## src/rtl/rf_writeback_arbiter.sv

```systemverilog
// Write-back arbiter: sole driver of the register-file write port. Merges ALU results with
// buffered load results and keeps the pending-load scoreboard used by decode for hazard stalls.
module rf_writeback_arbiter #(
    parameter int XLEN         = 32,
    parameter int DEPTH        = 4,
    parameter int STARVE_LIMIT = 4
) (
    input  logic            clk,
    input  logic            reset,
    input  logic            alu_valid,
    input  logic [4:0]      alu_rd,
    input  logic [XLEN-1:0] alu_data,
    input  logic            ld_issue,
    input  logic [4:0]      ld_issue_rd,
    input  logic            ld_valid,
    output logic            ld_ready,
    input  logic [4:0]      ld_rd,
    input  logic [XLEN-1:0] ld_data,
    input  logic [4:0]      rs1,
    input  logic [4:0]      rs2,
    input  logic [4:0]      rd,
    output logic            rs1_busy,
    output logic            rs2_busy,
    output logic            rd_busy,
    output logic            wb_stall,
    output logic            reg_wr,
    output logic [4:0]      waddr,
    output logic [XLEN-1:0] wdata
);

    localparam int AW = (DEPTH > 1) ? $clog2(DEPTH) : 1;
    localparam int CW = $clog2(DEPTH + 1);
    localparam int SW = $clog2(STARVE_LIMIT + 1);

    typedef enum logic [1:0] {SEL_NONE, SEL_ALU, SEL_FIFO, SEL_LD} sel_e;

    sel_e            sel;
    logic            ld_accept, fifo_empty, push, pop;
    logic [4:0]      fifo_rd_q   [DEPTH];
    logic [XLEN-1:0] fifo_data_q [DEPTH];

    logic [AW-1:0]   wr_ptr_q, wr_ptr_d, rd_ptr_q, rd_ptr_d;
    logic [CW-1:0]   count_q, count_d;
    logic [SW-1:0]   starve_q, starve_d;
    logic            wb_stall_q, wb_stall_d;
    logic            reg_wr_q, reg_wr_d;
    logic [4:0]      waddr_q, waddr_d;
    logic [XLEN-1:0] wdata_q, wdata_d;
    logic [31:0]     busy_q, busy_d;

    // A pop in the same cycle deliberately does not free a slot: ready depends on state only.
    assign ld_ready   = (count_q != CW'(DEPTH));
    assign ld_accept  = ld_valid && ld_ready;
    assign fifo_empty = (count_q == '0);

    // NOTE: every always_comb output gets a default first, so no path can infer a latch.
    always_comb begin
        sel        = SEL_NONE;
        reg_wr_d   = 1'b0;
        waddr_d    = waddr_q;
        wdata_d    = wdata_q;
        wr_ptr_d   = wr_ptr_q;
        rd_ptr_d   = rd_ptr_q;
        count_d    = count_q;
        starve_d   = starve_q;
        busy_d     = busy_q;

        if (alu_valid && alu_rd != 5'd0)      sel = SEL_ALU;
        else if (!fifo_empty)                 sel = SEL_FIFO;
        else if (ld_accept && ld_rd != 5'd0)  sel = SEL_LD;

        push = ld_accept && (ld_rd != 5'd0) && (sel != SEL_LD);
        pop  = (sel == SEL_FIFO);

        case (sel)
            SEL_ALU:  begin reg_wr_d = 1'b1; waddr_d = alu_rd; wdata_d = alu_data; end
            SEL_FIFO: begin
                reg_wr_d = 1'b1;
                waddr_d  = fifo_rd_q[rd_ptr_q];
                wdata_d  = fifo_data_q[rd_ptr_q];
            end
            SEL_LD:   begin reg_wr_d = 1'b1; waddr_d = ld_rd; wdata_d = ld_data; end
            default:  ;
        endcase

        if (push) wr_ptr_d = AW'(wr_ptr_q + 1'b1);
        if (pop)  rd_ptr_d = AW'(rd_ptr_q + 1'b1);
        case ({push, pop})
            2'b10:   count_d = CW'(count_q + 1'b1);
            2'b01:   count_d = CW'(count_q - 1'b1);
            default: ;
        endcase

        // Only a blocked, non-empty FIFO ages the head; saturate so a protocol slip cannot wrap.
        if (pop || fifo_empty)                               starve_d = '0;
        else if (sel == SEL_ALU && starve_q != SW'(STARVE_LIMIT)) starve_d = SW'(starve_q + 1'b1);
        wb_stall_d = (starve_d == SW'(STARVE_LIMIT));

        // Clear before set so an issue to the register being written keeps it pending.
        if (sel == SEL_FIFO || sel == SEL_LD) busy_d[waddr_d] = 1'b0;
        if (ld_issue && ld_issue_rd != 5'd0)  busy_d[ld_issue_rd] = 1'b1;
        busy_d[0] = 1'b0;
    end

    // NOTE: sequential state uses non-blocking assignments so all flops update from pre-edge values.
    always_ff @(posedge clk) begin
        if (reset) begin
            wr_ptr_q   <= '0;
            rd_ptr_q   <= '0;
            count_q    <= '0;
            starve_q   <= '0;
            wb_stall_q <= 1'b0;
            reg_wr_q   <= 1'b0;
            waddr_q    <= '0;
            wdata_q    <= '0;
            busy_q     <= '0;
        end else begin
            wr_ptr_q   <= wr_ptr_d;
            rd_ptr_q   <= rd_ptr_d;
            count_q    <= count_d;
            starve_q   <= starve_d;
            wb_stall_q <= wb_stall_d;
            reg_wr_q   <= reg_wr_d;
            waddr_q    <= waddr_d;
            wdata_q    <= wdata_d;
            busy_q     <= busy_d;
        end
    end

    // NOTE: FIFO storage is not reset; the count and pointers alone decide which entries are live.
    always_ff @(posedge clk) begin
        if (push) begin
            fifo_rd_q[wr_ptr_q]   <= ld_rd;
            fifo_data_q[wr_ptr_q] <= ld_data;
        end
    end

    assign rs1_busy = busy_q[rs1];
    assign rs2_busy = busy_q[rs2];
    assign rd_busy  = busy_q[rd];
    assign wb_stall = wb_stall_q;
    assign reg_wr   = reg_wr_q;
    assign waddr    = waddr_q;
    assign wdata    = wdata_q;

endmodule

```

## config.mk

```make
export PLATFORM = sky130hd
export DESIGN_NAME = rf_writeback_arbiter
export DESIGN_NICKNAME = d
export VERILOG_FILES = /design/src/rtl/rf_writeback_arbiter.sv
export SDC_FILE = /design/constraint.sdc
export NUM_CORES = 1
export LEC_CHECK = 0
export BUFFER_PORTS_ARGS = -buffer_cell sky130_fd_sc_hd__buf_2
export CORE_ASPECT_RATIO = 1.5
export CORE_MARGIN = 2
export CORE_UTILIZATION = 60
export DETAILED_ROUTE_END_ITERATION = 10
export PLACE_DENSITY = 0.83
export SKIP_LAST_GASP = 1
export SYNTH_ARGS = -nofsm -noshare
export SYNTH_HDL_FRONTEND = slang
export SYNTH_SLANG_ARGS = --single-unit
```

## constraint.sdc

```tcl
create_clock -name clk -period 5.18 [get_ports clk]
set_input_delay 0.259 -clock clk [delete_from_list [all_inputs] [get_ports clk]]
set_output_delay 0.259 -clock clk [all_outputs]
set_load 0.02 [all_outputs]
```

==> flow_summary.ini, run 1 <==
[outcome]
status = finished, violations left
failed_checks = negative hold slack

[grt]
grt.overflow.total = 0
grt_pass1_wl_um = 40300
grt_max_degree = 53
gr-usage-all-layers_pct = 30.2
first_global_vias = 7605
antenna_found_initial = 1

[power_and_ir_drop]
peakVddDrop_v = 0.000430
p_total_uw = 5490
powerDensity_nw_per_um2 = 461
leakagePower_uw = 0.00426

[worst_setup_path]
path_max_fanout = 23
r2r_cells = 7
endpoint_kind = flop
crit_path_start = count_q[0]$_SDFFE_PP0P_
regToRegSetupSlack_ps = 1490
cp.arrival_ps = 4100
critPathCapture = busy_q[10]$_SDFF_PP0_
critPathLaunchType = flop
cp.required_ps = 5590
rr_startpoint = count_q[0]$_SDFFE_PP0P_
worst-setup-path-type = flop to flop
r2r-end = busy_q[10]$_SDFF_PP0_

[yosys]
synth_cells = 753
synth_fp_nets = 860
yosysWarnings = 0
syn_area_per_cell_um2 = 13.3
ys_seq_area_share_pct = 60.7
synth_area_um2 = 10000
synthTopCellsByArea = edfxtp_1 44%, dfxtp_1 16%, mux4_2 14%
yosys_most_used_dff = edfxtp_1
synth_edf_count = 148
ys_seq_elements = 230
synth_cell_type_count = 54
synth_top_area_share_pct = 44.3
synth_top_area_cell = edfxtp_1
async_flop_share_pct = 0

[placement]
gp_congestion = 0.949
hpwl_um = 16700
portBuffers = 141

[sta]
holdWs_ps = -4.33
rsz0062_at_grt = no
setup_tns_ps = 0
setup_violations = 0
fmax_mhz = 271
finalCritPeriodShare_pct = 71.2
report.final.hold_viol_count = 1
skew_ps = 16.7
slew_violations = 0
period_needed_ps = 3690
tightest_slew_ps = 1100
relSlewSlack_pct = 26.9

[detailed_routing]
drtAntennaViolNets = 0
viasPerCell = 6.53
via_count = 7362
wl_um = 26100
wl_per_cell_um = 23.1
dr.pass1.iters = 5
drc = 0
dr.first_iter.drc_count = 678

[hold_path]
worstHoldStart = ld_data[18]
hp-class = primary input to flop

[floorplanning]
die-area_um2 = 17800
ios = 142
die_x_um = 110
start_util_pct = 61.6
core_area_um2 = 16300
die_y_um = 162
rows = 57

[layout]
final_nets = 1012
synthToLayoutAreaGrowth_pct = 18.8
drive_gt1_share_pct = 29.2
utilization_pct = 73.2

[clocking]
clkSlewWorstSetupHoldPaths_ps = 70
ctsHtreeMaxLevel = 1
cts_setup_buffers = 0
numCtsBuffers = 22
clockBufferDepth = 3
cts.sinks = 230
ctsHoldBuffers = 22
cts-root-buf = clkbuf_16
cts_tree = built
cts_resized = 0
clock_latency_ps = 510

[job]
drv_cap = 0
==> metrics by stage <==
stage / instance area, um^2 / hold WS, ps / cells / worst slack [ps]
floorplan: 10000 / 358 / 753 / 2340
global placement: 10900 / 482 / 1065 / 1480
detailed placement: 10900 / 487 / 1065 / 1490
CTS: 11900 / 0.281 / 1127 / 1640
global route: 11900 / 4.59 / 1127 / 1310
finish: 11900 / -4.33 / 1128 / 1490
==> cells by family after synthesis <==
group	after synthesis	synth area share [%]
fa+ha+maj	8	1.07
mux	71	15.2
simple gates	216	10.2
flops	230	60.7
xor+xnor	6	0.524
compound gates	168	10.3
buf+inv	54	2.06
==> report_power, final <==
| part | total, uW | internal [uW] | leakage (uW) | switching [uW] |
|---|---|---|---|---|
| Combinational | 1370 | 521 | 0.00186 | 850 |
| Clock | 1750 | 1060 | 0.000381 | 682 |
| Sequential | 2370 | 2210 | 0.00202 | 164 |
| Total | 5490 | 3790 | 0.00426 | 1700 |
==> cell type report <==
type                       count  area [um^2]
multi-input combinational    469         3740
sequential                   230         6090
clock buffer                  27          591
tap                          206          258
antenna                        1         2.50
inverter                      11         41.3
timing repair buffer         171          986
fill                        1036         4360
clock inverter                13          198
==> placed cells by master, fill, tap and decap left out, drive strengths merged, types with 16 or more instances in the layout <==
cell type	instances
a22oi	19
a21oi	25
a211oi	21
dlygate4sd3	22
edfxtp	148
a31oi	16
o21ai	74
buf	149
nor2	37
clkbuf	27
dfxtp	82
nand2	106
mux4	64
==> registers in the layout (all words and copies together), names as in the netlist, 2 cells and up, named ones only <==
signal / count
count_q: 3
wr_ptr_q: 2
busy_q: 31
waddr: 5
fifo_data_q: 128
fifo_rd_q: 20
starve_q: 3
wdata: 32
rd_ptr_q: 2
==> Yosys cell counts, types with 2 or more instances <==
cell and number:
mux4_2 64, o211a_1 2, a22oi_1 19, a31oi_1 16, and3_1 2, nand3_1 15, edfxtp_1 148, xnor2_1 3
buf_2 3, clkbuf_1 35, a32o_1 2, ha_1 7, nand2_1 106, xor2_1 3, buf_1 5, inv_1 11
and2_1 6, nor2_1 37, nor3_1 6, or3_1 3, or4_1 4, dfxtp_1 82, nand3b_1 4, a21oi_1 25
nor4_1 2, a211oi_1 20, nor2b_1 15, o211ai_1 2, nor3b_1 5, mux2_2 6, o21ai_1 12, o21ai_0 61
==> metal layers <==
metal / track usage [%] / routed length [um] / vias to the layer above
met3: 4.94 / 2170 / 127
met1: 34.6 / 8780 / 3542
met5: 0 / 0 / -
met4: 18.4 / 1720 / 0
met2: 52.0 / 13400 / 497
li1: - / - / 3196
==> critical path, cell delays in order (launching register included) <==
cell     delay (ps)
dfxtp_1         380
or4_1           550
o21ai_2         650
nand2_1         810
and2_1          410
o21ai_1         420
o21ai_0         150
a21oi_1         220
==> worst min-delay path by stage <==
stage / endpoint / slack (ps) / depth (start not counted)
after global routing: fifo_data_q[0][18]$_DFFE_PP_ / 5 / 1
final: fifo_data_q[0][18]$_DFFE_PP_ / -4 / 1
after CTS: fifo_data_q[0][18]$_DFFE_PP_ / 0.3 / 1
after floorplan: fifo_data_q[0][0]$_DFFE_PP_ / 360 / 0
after global placement: busy_q[22]$_SDFF_PP0_ / 480 / 2
after detailed placement: wdata[6]$_SDFFE_PP0P_ / 490 / 2
Power figures use the tool's default switching activity.
==> run 2: changes to the inputs <==
CORE_UTILIZATION = 52   (was 60)
PLACE_DENSITY = 0.76   (was 0.83)
clock period = 2.96 ns   (was 5.18 ns; I/O delays follow)
==> flow_summary.ini, run 2 (synthesis results as in run 1) <==
[outcome]
status = finished clean

[clocking]
clockBufferDepth = 3
cts_tree = built
numCtsBuffers = 21
ctsHtreeMaxLevel = 1
cts-root-buf = clkbuf_16
clkSlewWorstSetupHoldPaths_ps = 70
cts_setup_buffers = 0
clock_latency_ps = 490
cts.sinks = 230

[layout]
drive_gt1_share_pct = 29.3
most-common-layout-cells = 148 x edfxtp_1, 141 x buf_2, 106 x nand2_1
postLayoutCellArea_um2 = 12300
fillers = 1388
layout.area.seq_um2 = 6090
final_nets = 1052
antenna_cells = 0
multi_input_area_um2 = 3750
regMostFlops = fifo_data_q
synthToLayoutAreaGrowth_pct = 22.6
largest_register_ffs = 128
final_common_cell = edfxtp_1

[placement]
hpwl_um = 16700
portBuffers = 141
post-place-ws_ps = 228
gp_congestion = 0.875
place_area_um2 = 11100

[worst_setup_path]
endpoint_kind = flop
path_max_fanout = 7
crit_buf_inv = 4
critPathLaunchType = primary input
rr_startpoint = count_q[0]$_SDFFE_PP0P_
regToRegSetupSlack_ps = 250
r2r-end = count_q[2]$_SDFFE_PP0P_
cpMostUsedCell = inv_1
worst-setup-path-type = primary input to flop
cp.required_ps = 3380
crit_family = simple AND/OR/NAND/NOR gates
r2r_cells = 10
crit_chain = dlygate4sd3_1 -> buf_2 -> or4_1 -> o211ai_1 -> nor2_1 -> inv_1 -> ha_1 -> inv_1 -> fa_1 -> xor2_1 -> or3_1 -> a21oi_1
cpPeakStageDelay_ps = 560
cp.arrival_ps = 3220
critPathSlowestCell = dlygate4sd3_1

[job]
drv_cap = 0

[grt]
antenna_found_initial = 0
grt.overflow.total = 0
grt_pass1_wl_um = 39600
grt_max_degree = 48
first_global_vias = 7537
gr-usage-all-layers_pct = 24.6

[sta]
skew_ps = 13.9
rsz0062_at_grt = yes
holdWs_ps = 33.4
setup_tns_ps = 0
finalCritPeriodShare_pct = 94.6
period_needed_ps = 2800
slew_violations = 0
tightest_slew_ps = 1050
setup_violations = 0
fmax_mhz = 357
worst_slack_ps = 161
relSlewSlack_pct = 30.3
report.final.hold_viol_count = 0

[detailed_routing]
dr.pass1.iters = 6
dr.first_iter.drc_count = 607
wl_per_cell_um = 21.0
drtAntennaViolNets = 0
via_count = 7326
viasPerCell = 6.03
drc = 0
wl_um = 25500

[power_and_ir_drop]
powerDensity_nw_per_um2 = 769
leakagePower_uw = 0.00442
peakVddDrop_v = 0.000565

[floorplanning]
ios = 142
die_x_um = 117
rows = 62
start_util_pct = 52.7
core_area_um2 = 19000
die-area_um2 = 20400
die_y_um = 174

[hold_path]
hp-class = primary input to flop
worstHoldStart = alu_rd[0]
min_to = waddr[0]$_SDFF_PP0_
min_path_cells = 3
-- run 2: worst max path at each step --
stage                         start                 endpoint  slack, ps  depth (start not counted)
final                      ld_rd[2]  count_q[2]$_SDFFE_PP0P_        160                         12
after detailed placement  alu_rd[2]  count_q[2]$_SDFFE_PP0P_        230                         11
after CTS                  ld_rd[1]    busy_q[11]$_SDFF_PP0_        190                         11
after floorplan           alu_rd[2]  count_q[2]$_SDFFE_PP0P_        230                         10
after global routing       ld_rd[2]  count_q[2]$_SDFFE_PP0P_        -30                         12
after global placement    alu_rd[2]  count_q[2]$_SDFFE_PP0P_        280                         11
-- run 2: what timing repair did --
item	CTS	global route
endpoints found under the hold margin	160	0
setup endpoints to repair	0	7
gates resized for setup	0	1
hold buffers	49	0
-- run 2: cell type report --
cell class,instances,share of cell area (%)
Inverter,11,0.336
Timing Repair Buffer,212,11.1
Multi-Input combinational cell,469,30.5
Clock buffer,26,4.51
Clock inverter,11,1.33
Tap cell,256,2.61
Sequential cell,230,49.6
-- run 2: per-layer routing --
metal	share of wire, %	global-route usage (%)
met1	36	28.1
met5	0	0
met4	4.3	11.0
met3	6.5	2.72
met2	53	46.2
-- run 2: through the flow --
step / cells / util (%) / total power, uW
2_1_floorplan: 753 / - / 5720
3_3_place_gp: 1129 / 58.3 / 6560
3_5_place_dp: 1129 / 58.3 / 6610
4_1_cts: 1215 / 64.6 / 9480
5_1_grt: 1215 / 64.6 / 9830
6_report: 1215 / 64.6 / 9450
-- run 2: report_power, final --
part | leakage, uW | total, uW | switching [uW] | internal, uW
registers | 0.00202 | 4070 | 208 | 3860
logic | 0.00205 | 2560 | 1560 | 1010
clock network | 0.000349 | 2820 | 1130 | 1690
-- run 2: worst register-to-register path: stages, from the launching register on --
cell and delay (ps):
dfxtp_1 370, or4_1 590, o21ai_4 160, nor2_1 130, inv_1 110, ha_1 190, inv_1 60, fa_1 400
xor2_1 180, or3_1 310, a21oi_1 150
==> run 3: changes to the inputs <==
CORE_MARGIN = 8   (was 2)
==> flow_summary.ini, run 3 (synthesis results as in run 1) <==
[outcome]
status = finished clean

[worst_setup_path]
critPathLaunchType = primary input
r2r_cells = 10
worst-setup-path-type = primary input to flop
r2r-end = count_q[2]$_SDFFE_PP0P_
cp.required_ps = 3310
rr_startpoint = count_q[0]$_SDFFE_PP0P_
cp.arrival_ps = 3100
path_max_fanout = 34
regToRegSetupSlack_ps = 320
endpoint_kind = flop

[detailed_routing]
dr.pass1.iters = 5
wl_per_cell_um = 21.6
viasPerCell = 6.02
wl_um = 26400
drtAntennaViolNets = 0
via_count = 7338
drc = 0
dr.first_iter.drc_count = 587

[grt]
grt.overflow.total = 0
grt_max_degree = 38
first_global_vias = 7717
antenna_found_initial = 1
grt_pass1_wl_um = 41000
gr-usage-all-layers_pct = 22.1

[clocking]
clkSlewWorstSetupHoldPaths_ps = 60
ctsHtreeMaxLevel = 1
cts-root-buf = clkbuf_16
clock_latency_ps = 490
cts_tree = built
clockBufferDepth = 3
cts.sinks = 230
numCtsBuffers = 22

[placement]
hpwl_um = 17800
gp_congestion = 0.916
portBuffers = 141

[floorplanning]
die-area_um2 = 24100
die_x_um = 129
ios = 142
die_y_um = 186
start_util_pct = 52.7
rows = 62
core_area_um2 = 19000

[layout]
final_common_cell = edfxtp_1
regMostFlops = fifo_data_q
most-common-layout-cells = 148 x edfxtp_1, 141 x buf_2, 106 x nand2_1
drive_gt1_share_pct = 29.3
largest_register_ffs = 128
synthToLayoutAreaGrowth_pct = 22.3
utilization_pct = 64.5
final_nets = 1053

[hold_path]
hp-class = primary input to flop
worstHoldStart = alu_data[29]
min_to = wdata[29]$_SDFFE_PP0P_
min_path_cells = 3

[sta]
relSlewSlack_pct = 29.0
setup_violations = 0
rsz0062_at_grt = no
report.final.hold_viol_count = 0
period_needed_ps = 2750
skew_ps = 14.2
setup_tns_ps = 0
tightest_slew_ps = 1070
finalCritPeriodShare_pct = 93.0
fmax_mhz = 363
slew_violations = 0

[job]
drv_cap = 0

[power_and_ir_drop]
peakVddDrop_v = 0.000575
powerDensity_nw_per_um2 = 758
leakagePower_uw = 0.00440
run 3: cell count changes in the layout (fill, tap and decap cells not counted), sizes merged:
cell / previous run / this run
bufinv: 4 / 0
diode: 0 / 1
inv: 12 / 11
clkbuf: 26 / 34
clkinv: 5 / 3
clkinvlp: 1 / 3
run 3: per-stage QoR:
stage / instance area [um^2] / total power (uW) / hold WS, ps / setup slack, ps / instances
after global routing: 12300 / 9700 / 45.1 / 25.1 / 1219
after global placement: 11100 / 6580 / 378 / 251 / 1129
after floorplan: 10000 / 5720 / 247 / 235 / 753
after detailed placement: 11100 / 6630 / 384 / 239 / 1129
final: 12300 / 9280 / 42.5 / 207 / 1219
after CTS: 12200 / 9320 / 30.4 / 199 / 1218
run 3: power by group:
part | leakage (uW) | internal [uW] | switching (uW)
Sequential | 0.00202 | 3860 | 216
Clock | 0.000330 | 1510 | 1140
Combinational | 0.00205 | 1000 | 1550
Total | 0.00440 | 6380 | 2910
run 3: metal layers:
layer	part of all wire, %	vias up	track usage (%)
li1	-	3290	-
met5	0	-	0
met2	53	348	40.2
met1	36	3615	24.2
met4	4.6	0	10.9
met3	6.5	85	3.73
run 3: layout make-up:
cell class                      count  area, um^2
Timing Repair Buffer              212        1370
Sequential cell                   230        6090
Antenna cell                        1        2.50
Clock buffer                       34         649
Inverter                           11        41.3
Clock inverter                      6        36.3
Tap cell                          256         320
Fill cell                        1381        6750
Multi-Input combinational cell    469        3750
run 3: critical path, stage by stage:
cell and delay, ps:
dlygate4sd3_1 560, buf_2 180, or4_1 540, o211ai_1 250
buf_6 320, nand2_1 160, buf_4 230, nor3_1 150
o21ai_1 210, o21ai_0 240, a21oi_1 100
run 3: timing repair:
item,4_1_cts,5_1_grt
hold endpoints to repair,160,0
gates resized for setup,0,1
hold buffers,49,0
setup buffers,0,0
setup endpoints to repair,0,3
run 3: worst max-delay path by stage:
stage | startpoint | to | depth (start not counted) | slack, ps
finish | ld_rd[2] | busy_q[8]$_SDFF_PP0_ | 11 | 210
global route | ld_rd[2] | busy_q[8]$_SDFF_PP0_ | 11 | 30
detailed placement | alu_rd[2] | count_q[2]$_SDFFE_PP0P_ | 11 | 240
global placement | alu_rd[2] | count_q[2]$_SDFFE_PP0P_ | 11 | 250
CTS | ld_rd[2] | busy_q[8]$_SDFF_PP0_ | 11 | 200
floorplan | alu_rd[2] | count_q[2]$_SDFFE_PP0P_ | 10 | 230
